**config.mk**
```make
export PLATFORM = sky130hd
export DESIGN_NAME = branch_redirect_ctrl_flat
export DESIGN_NICKNAME = d
export VERILOG_FILES = /design/src/rtl/branch_redirect_ctrl_if.sv /design/src/rtl/branch_redirect_ctrl.sv /design/src/flat_wrapper.sv
export SDC_FILE = /design/constraint.sdc
export NUM_CORES = 1
export LEC_CHECK = 0
export CAP_MARGIN = 0
export CORE_ASPECT_RATIO = 1.5
export CORE_MARGIN = 1.5
export CORE_UTILIZATION = 46
export DETAILED_ROUTE_END_ITERATION = 10
export PLACE_DENSITY = 0.8
export SLEW_MARGIN = 30
export SYNTH_ARGS = -nofsm -noshare
export SYNTH_HDL_FRONTEND = slang
export SYNTH_SLANG_ARGS = --single-unit
```
**constraint.sdc**
```tcl
create_clock -name clk -period 2.6 [get_ports clk]
set_clock_uncertainty 0.05 [all_clocks]
set_input_delay 0.39 -clock clk [delete_from_list [all_inputs] [get_ports clk]]
set_output_delay 0.39 -clock clk [all_outputs]
set_load 0.05 [all_outputs]
```
**src/rtl/branch_redirect_ctrl_if.sv**
```systemverilog
// Purpose: EX-to-controller inputs plus the redirect valid/ready channel towards fetch.
// Latency: wires only, no storage.
// Backpressure: fetch stalls the redirect by holding redirect_ready low.
interface branch_redirect_ctrl_if;
    logic        ex_valid;
    logic        ex_is_ctrl;
    logic        ex_taken;
    logic [31:0] ex_pc;
    logic [31:0] ex_target;
    logic        redirect_valid;
    logic        redirect_ready;
    logic [31:0] redirect_pc;

    // Controller side: consumes EX results, drives the redirect request.
    modport master (
        input  ex_valid,
        input  ex_is_ctrl,
        input  ex_taken,
        input  ex_pc,
        input  ex_target,
        input  redirect_ready,
        output redirect_valid,
        output redirect_pc
    );

    // Pipeline side: EX drives results, fetch accepts redirects.
    modport slave (
        output ex_valid,
        output ex_is_ctrl,
        output ex_taken,
        output ex_pc,
        output ex_target,
        output redirect_ready,
        input  redirect_valid,
        input  redirect_pc
    );
endinterface

```
**src/rtl/branch_redirect_ctrl.sv**
```systemverilog
// Purpose: turns resolved EX control instructions into fetch redirects, flushes and misaligned-target traps.
// Latency: registered outputs, redirect/trap appear one cycle after the EX instruction is accepted.
// Backpressure: redirect_valid holds until redirect_ready; busy stays high through the drain so EX cannot issue.
module branch_redirect_ctrl #(
    parameter int DRAIN_CYCLES = 2,
    parameter int CNT_W        = 32
) (
    input  logic                   clk,
    input  logic                   rst_n,
    branch_redirect_ctrl_if.master rdr,
    input  logic                   cnt_clr,
    output logic                   flush,
    output logic                   busy,
    output logic                   trap_valid,
    output logic [31:0]            trap_pc,
    output logic [CNT_W-1:0]       branch_cnt,
    output logic [CNT_W-1:0]       taken_cnt
);

    typedef enum logic [1:0] {
        IDLE     = 2'd0,
        REDIRECT = 2'd1,
        DRAIN    = 2'd2
    } state_e;

    localparam logic [3:0] DRAIN_LD = 4'(DRAIN_CYCLES);

    state_e           state_q, state_d;
    logic [3:0]       drain_cnt_q, drain_cnt_d;
    logic             redirect_valid_q, redirect_valid_d;
    logic [31:0]      redirect_pc_q, redirect_pc_d;
    logic             flush_q, flush_d;
    logic             busy_q, busy_d;
    logic             trap_valid_q, trap_valid_d;
    logic [31:0]      trap_pc_q, trap_pc_d;
    logic [CNT_W-1:0] branch_cnt_q, branch_cnt_d;
    logic [CNT_W-1:0] taken_cnt_q, taken_cnt_d;
    logic             branch_inc;
    logic             taken_inc;

    // Next-state and registered-output computation; EX inputs only matter in IDLE.
    always_comb begin
        state_d          = state_q;
        drain_cnt_d      = drain_cnt_q;
        redirect_valid_d = redirect_valid_q;
        redirect_pc_d    = redirect_pc_q;
        flush_d          = flush_q;
        busy_d           = busy_q;
        trap_valid_d     = 1'b0;
        trap_pc_d        = trap_pc_q;
        branch_inc       = 1'b0;
        taken_inc        = 1'b0;

        case (state_q)
            IDLE: begin
                if (rdr.ex_valid && rdr.ex_is_ctrl) begin
                    branch_inc = 1'b1;
                    if (rdr.ex_taken) begin
                        if (rdr.ex_target[1:0] != 2'b00) begin
                            // Misaligned target: report and stay on the current path.
                            trap_valid_d = 1'b1;
                            trap_pc_d    = rdr.ex_pc;
                        end else begin
                            state_d          = REDIRECT;
                            redirect_valid_d = 1'b1;
                            redirect_pc_d    = rdr.ex_target;
                            flush_d          = 1'b1;
                            busy_d           = 1'b1;
                        end
                    end
                end
            end
            REDIRECT: begin
                if (rdr.redirect_ready) begin
                    taken_inc        = 1'b1;
                    redirect_valid_d = 1'b0;
                    if (DRAIN_CYCLES == 0) begin
                        state_d = IDLE;
                        flush_d = 1'b0;
                        busy_d  = 1'b0;
                    end else begin
                        state_d     = DRAIN;
                        drain_cnt_d = DRAIN_LD;
                    end
                end
            end
            DRAIN: begin
                drain_cnt_d = drain_cnt_q - 4'd1;
                if (drain_cnt_q == 4'd1) begin
                    state_d = IDLE;
                    flush_d = 1'b0;
                    busy_d  = 1'b0;
                end
            end
            default: begin
                state_d          = IDLE;
                redirect_valid_d = 1'b0;
                flush_d          = 1'b0;
                busy_d           = 1'b0;
            end
        endcase

        // Clear wins over a same-cycle increment.
        branch_cnt_d = cnt_clr ? '0 : branch_cnt_q + CNT_W'(branch_inc);
        taken_cnt_d  = cnt_clr ? '0 : taken_cnt_q + CNT_W'(taken_inc);
    end

    // State and output registers; reset abandons any redirect in flight.
    always_ff @(posedge clk or negedge rst_n) begin
        if (!rst_n) begin
            state_q          <= IDLE;
            drain_cnt_q      <= 4'd0;
            redirect_valid_q <= 1'b0;
            redirect_pc_q    <= 32'd0;
            flush_q          <= 1'b0;
            busy_q           <= 1'b0;
            trap_valid_q     <= 1'b0;
            trap_pc_q        <= 32'd0;
            branch_cnt_q     <= '0;
            taken_cnt_q      <= '0;
        end else begin
            state_q          <= state_d;
            drain_cnt_q      <= drain_cnt_d;
            redirect_valid_q <= redirect_valid_d;
            redirect_pc_q    <= redirect_pc_d;
            flush_q          <= flush_d;
            busy_q           <= busy_d;
            trap_valid_q     <= trap_valid_d;
            trap_pc_q        <= trap_pc_d;
            branch_cnt_q     <= branch_cnt_d;
            taken_cnt_q      <= taken_cnt_d;
        end
    end

    assign rdr.redirect_valid = redirect_valid_q;
    assign rdr.redirect_pc    = redirect_pc_q;
    assign flush              = flush_q;
    assign busy               = busy_q;
    assign trap_valid         = trap_valid_q;
    assign trap_pc            = trap_pc_q;
    assign branch_cnt         = branch_cnt_q;
    assign taken_cnt          = taken_cnt_q;

endmodule

```
**src/flat_wrapper.sv**
```systemverilog
// flat-port wrapper written by rule: the top's interface ports become plain ports
module branch_redirect_ctrl_flat 
#(
    parameter int DRAIN_CYCLES = 2,
    parameter int CNT_W        = 32
)
  (clk, rst_n, cnt_clr, flush, busy, trap_valid, trap_pc, branch_cnt, taken_cnt, rdr_ex_valid, rdr_ex_is_ctrl, rdr_ex_taken, rdr_ex_pc, rdr_ex_target, rdr_redirect_ready, rdr_redirect_valid, rdr_redirect_pc);
  branch_redirect_ctrl_if rdr_i ();
  input  logic clk;
  input  logic rst_n;
  input  logic cnt_clr;
  output logic flush;
  output logic busy;
  output logic trap_valid;
  output logic [31:0] trap_pc;
  output logic [CNT_W-1:0] branch_cnt;
  output logic [CNT_W-1:0] taken_cnt;
  input wire logic [$bits(rdr_i.ex_valid)-1:0] rdr_ex_valid;
  input wire logic [$bits(rdr_i.ex_is_ctrl)-1:0] rdr_ex_is_ctrl;
  input wire logic [$bits(rdr_i.ex_taken)-1:0] rdr_ex_taken;
  input wire logic [$bits(rdr_i.ex_pc)-1:0] rdr_ex_pc;
  input wire logic [$bits(rdr_i.ex_target)-1:0] rdr_ex_target;
  input wire logic [$bits(rdr_i.redirect_ready)-1:0] rdr_redirect_ready;
  output wire logic [$bits(rdr_i.redirect_valid)-1:0] rdr_redirect_valid;
  output wire logic [$bits(rdr_i.redirect_pc)-1:0] rdr_redirect_pc;
  assign rdr_i.ex_valid = rdr_ex_valid;
  assign rdr_i.ex_is_ctrl = rdr_ex_is_ctrl;
  assign rdr_i.ex_taken = rdr_ex_taken;
  assign rdr_i.ex_pc = rdr_ex_pc;
  assign rdr_i.ex_target = rdr_ex_target;
  assign rdr_i.redirect_ready = rdr_redirect_ready;
  assign rdr_redirect_valid = rdr_i.redirect_valid;
  assign rdr_redirect_pc = rdr_i.redirect_pc;
  branch_redirect_ctrl #(.DRAIN_CYCLES(DRAIN_CYCLES), .CNT_W(CNT_W)) u_core (.clk(clk), .rst_n(rst_n), .rdr(rdr_i), .cnt_clr(cnt_clr), .flush(flush), .busy(busy), .trap_valid(trap_valid), .trap_pc(trap_pc), .branch_cnt(branch_cnt), .taken_cnt(taken_cnt));
endmodule
```
# Yosys cells after proc, flatten, opt, wreduce, memory -nomap -nowiden
# Index checks and enable logic that the tools add are counted.
[totals]
reg_bits = 137
inputBits = 71
out_inout_bits = 132
[classes]
addsub = 3
muxes = 25
n_reduce_logical = 10
eq_ne = 8
bitwise = 3
[op_table]
columns = ["operator", "n"]
rows = [
  ["$add A32 B1 Y32", 2],
  ["$mux W32", 2],
  ["$reduce_and A5 Y1", 3],
  ["$mux W1", 13],
  ["$mux W2", 5],
  ["$pmux W4 S2", 1],
  ["$reduce_and A4 Y1", 2],
  ["$ne A2 B2 Y1 const B", 3],
  ["$pmux W1 S3", 2],
  ["$pmux W2 S3", 1],
  ["$eq A4 B1 Y1 const B", 1],
  ["$mux W4", 1],
  ["$ne A2 B1 Y1 const B", 2],
  ["$reduce_bool A2 Y1", 2],
  ["$sub A4 B1 Y4 const B", 1],
  ["$not A1 Y1", 3],
  ["$eq A2 B1 Y1 const B", 1],
  ["$eq A2 B2 Y1 const B", 1],
  ["$logic_not A2 Y1", 1],
  ["$reduce_and A2 Y1", 1],
  ["$logic_and A1 B1 Y1", 1],
]

# Longest topological paths before layout
[depth]
ltp_word = 5
mapped_depth = 10
depth_no_buf = 8

# Least setup slack after synthesis
# OpenSTA, ideal clock, no wires.
[synth_path]
path_type = "reg2reg"
startpoint = "register u_core.taken_cnt_q[12], in the netlist u_core.taken_cnt[12]"
endpoint = "register u_core.taken_cnt_q[31], in the netlist u_core.taken_cnt[31]"
required_ns = 2.472
path_slack_ns = 0.267
synth_period_minus_slack_ns = 2.333
arrival_ns = 2.206
stages_incl_launch_ff = 6
cell_sequence = "dfrtp_1 nand4_4 or4_1 buf_2 or4_1 a21oi_1"
[synth_via]
elab_chain_cells = 2
[synth_rtl]
columns = ["element", "line_no", "rtl"]
rows = [
  ["start, declared", "branch_redirect_ctrl.sv:37", "logic [CNT_W-1:0] taken_cnt_q, taken_cnt_d;"],
  ["start signal, assigned", "branch_redirect_ctrl.sv:131", "taken_cnt_q <= taken_cnt_d;"],
  ["$add A32 B1 Y32", "branch_redirect_ctrl.sv:105", "taken_cnt_d = cnt_clr ? '0 : taken_cnt_q + CNT_W'(taken_inc);"],
  ["$mux W32", "branch_redirect_ctrl.sv:105", ""],
  ["via u_core.taken_cnt_d[31]", "branch_redirect_ctrl.sv:37", ""],
]
# The timed path passes the listed nets, and every way through them passes these cells.
# A chain may end at the register's enable or synchronous reset.

# Worst setup path in the final report
[layout_path]
startpoint = "input rdr_redirect_ready"
endpoint = "register u_core.taken_cnt_q[22], in the netlist u_core.taken_cnt[22]"
[layout_via]
elab_chain_cells = 4
[layout_rtl]
columns = ["element", "line_no", "rtl"]
rows = [
  ["start, declared", "flat_wrapper.sv:23", "input wire logic [$bits(rdr_i.redirect_ready)-1:0] rdr_redirect_ready;"],
  ["$mux W1", "branch_redirect_ctrl.sv:74", "if (rdr.redirect_ready) begin"],
  ["$mux W1", "branch_redirect_ctrl.sv:54", "case (state_q)"],
  ["$add A32 B1 Y32", "branch_redirect_ctrl.sv:105", ""],
  ["$mux W32", "branch_redirect_ctrl.sv:105", ""],
  ["via u_core.taken_cnt_d[22]", "branch_redirect_ctrl.sv:37", ""],
]
# The timed path passes the listed nets, and every way through them passes these cells.

==> results.yml <==
floorplanning:
  coreArea_um2: 13000
  die_width_um: 97.6
  floorplan.die.height_um: 145
  floorplan.die_area_um2: 14100
  floorplan.io_pins: 203
  initial_core_util_pct: 47.4
  core.rowCount: 51
sta:
  tightest_slew_ps: 578
  hold_viol: 0
  whs_ps: 357
  finalSetupViolations: 0
  grt_setup_unrepaired: "no"
  final.period_utilization_pct: 94.4
  max_freq_mhz: 407
  setup_tns_ps: 0
  slew_viol_final: 0
  timing.slew.headroom_pct: 61.4
  layout_min_cycle_time_ps: 2450
placed_design:
  dp.final_hpwl_um: 11700
  place.gp.congestion: 0.824
  port-buffer-count: 202
setup_path:
  cp.buffers_inverters: 2
  crit_cells: 9
  setup.worst_path.start: "rdr_redirect_ready"
  critical_path_class: "primary input to register"
  worst_setup_path_end_kind: "register"
  slowest_delay_ps: 660
  worst-endpoint-arrival_ps: 2720
  worst_setup_path_start_kind: "primary input"
  worst-endpoint-required_ps: 2860
  r2r_slack_ps: 240
  worstReg2RegStart: "u_core.state_q[1]"
  worstPathCellList: "clkdlybuf4s50_1 -> inv_1 -> nor2_1 -> and2_1 -> ha_1 -> and4_4 -> nand4_1 -> or4_2 -> a21oi_1"
  end_of_the_worst_register_to_register_path: "u_core.branch_cnt[22]"
  critPathCapture: "u_core.taken_cnt[22]"
  cpLargestDelayFamily: "simple AND/OR/NAND/NOR gates"
  slowest_stage: "or4_2"
  ff2ff_path_depth: 9
  timing.critical_path.fanout_max: 5
synth:
  synth_fp_nets: 613
  synthesis.area_um2: 6180
  synth_edf_count: 0
  ys_seq_area_share_pct: 55.5
  synth_flop_cell: "dfrtp_1"
  ys_async_sr_fraction_pct: 100
  synth_seq_cells: 137
  syn_avg_cell_area_um2: 11.5
  postSynthCellCount: 536
  yosys_synthesis_warning_count: 0
  ys_types: 45
worst_hold_path:
  worst_hold_path_type: "primary input to register"
power_and_ir_drop:
  power.leakage_uw: 0.00377
  power.density_nw_per_um2: 925
  peakVddDrop_mv: 0.806
layout:
  final_common_cell: "clkdlybuf4s50_1"
  area.growth.synth_to_final_pct: 47.8
  multi_input_area_um2: 2550
  ff_latch_area_um2: 3430
  antennaDiodeCount: 0
  final_cell_mix: "200 x clkdlybuf4s50_1, 137 x dfrtp_1, 63 x mux2_2, 40 x a21oi_1, 32 x nor2_1"
  nets: 836
  drive_gt1_share_pct: 17.5
  fillCellCount: 967
detailed_routing:
  wl_um: 16200
  detailedRoute.firstIterationViolations: 139
  wl_per_cell_um: 17.4
  vias_per_cell: 5.63
  postRouteAntennaNets: 0
  drc_errors: 0
  drtPass1Iterations: 5
  num_vias: 5238
global_route:
  grt_util_overall_pct: 23.5
  first_global_vias: 5580
  global_route.overflow_total: 0
  maximum_number_of_pins_on_one_net_before_global_route_repair: 59
  number_of_antenna_violations_at_the_first_check_in_global_routing: 0
  grt_pass1_wl_um: 27200
status:
  outcome: "complete, no violations"
clocking:
  clock_sink_total: 137
  cts-root-buf: "clkbuf_16"
  cts-buffers-inserted: 17
  cts_tree: "done"
  clock_tree.htree_level_count: 4
  clockBufferDepth: 2
  cts.clk_slew.worst_paths_ps: 60
  insertion_delay_ps: 410
  cts_setup_buffers: 0
flow_run:
  drv.max_cap_violation_count: 0
synthesized netlist by cell type (3+ instances only):
cell type	count	area, µm²
a21oi_1	40	200
and2_1	5	31.3
and3_1	9	56.3
and4_1	8	70.1
buf_6	3	33.8
clkbuf_1	20	75.1
dfrtp_1	137	3430
ha_1	6	75.1
inv_1	12	45.0
mux2_2	63	709
nand2_1	22	82.6
nand3_1	17	85.1
nand4_1	20	125
nand4b_1	3	26.3
nor2_1	32	120
nor2b_1	5	31.3
nor3_1	6	30.0
nor4_1	3	18.8
o21ai_0	18	90.1
o31ai_1	17	128
o41ai_1	3	26.3
or3_1	16	100
or4_1	18	135
xnor2_1	7	61.3
xor2_1	17	149
timing repair:
item	4_1_cts	5_1_grt
endpoints found under the setup margin	0	1
hold endpoints to repair	42	0
resized for setup	0	2
hold buffers	1	0
where the power goes:
part | total [µW] | switching (µW) | internal [µW]
Clock | 2450 | 928 | 1520
Sequential | 2840 | 254 | 2580
Combinational | 3160 | 1990 | 1170
Total | 8440 | 3180 | 5270
worst min-delay path by stage:
stage | startpoint | end | slack (ps) | cells past startpoint
6_report | cnt_clr | u_core.taken_cnt[7] | 360 | 2
5_1_grt | cnt_clr | u_core.taken_cnt[7] | 380 | 2
4_1_cts | cnt_clr | u_core.taken_cnt[7] | 350 | 2
3_5_place_dp | rst_n | u_core.taken_cnt[25] | 290 | 1
3_3_place_gp | rst_n | u_core.taken_cnt[25] | 280 | 1
2_1_floorplan | rst_n | u_core.branch_cnt[0] | 40 | 0
registers in the layout (all words and copies together) (netlist names):
signal and cells:
u_core.branch_cnt 32, u_core.busy 1, u_core.drain_cnt_q 4, u_core.rdr.redirect_pc 32, u_core.rdr.redirect_valid 1, u_core.state_q 2, u_core.taken_cnt 32, u_core.trap_pc 32
u_core.trap_valid 1
metal layers:
| layer | wire (µm) | global-route usage [%] | up-vias |
|---|---|---|---|
| met2 | 8780 | 41.5 | 185 |
| met5 | 0 | 0 | - |
| met1 | 6060 | 26.3 | 2602 |
| met4 | 523 | 10.1 | 0 |
| met3 | 854 | 6.36 | 44 |
| li1 | - | - | 2407 |
per-stage QoR:
step | cells | area [µm²] | power (µW) | worst slack [ps] | util [%]
2_1_floorplan | 536 | 6180 | 4840 | 267 | -
3_3_place_gp | 898 | 8510 | 5950 | -187 | 65.4
3_5_place_dp | 898 | 8510 | 6050 | -273 | 65.4
4_1_cts | 931 | 9130 | 8520 | 146 | 70.1
5_1_grt | 931 | 9130 | 8770 | 21.6 | 70.1
6_report | 931 | 9130 | 8440 | 145 | 70.1
layout make-up:
type,count,share of cell area [%]
clock inverters,13,1.85
multi-input cells,357,28.0
flip-flops and latches,137,37.6
inverters,12,0.493
clock buffers,19,4.74
repair buffers,234,25.2
well taps,159,2.18
kinds of logic (layout without fill, tap and decap cells):
logic type	count (synthesis)	count (layout)	share of synthesized area, %
and+or+nand+nor	176	176	16.7
buffers and inverters	42	278	3.16
muxes	64	64	11.7
AOI/OAI and AO/OA	87	87	8.37
DFF	137	137	55.5
xor gates and xnor gates	24	24	3.40
adders and majority gates	6	6	1.22
No activity file was read; power rests on OpenSTA's default activity.
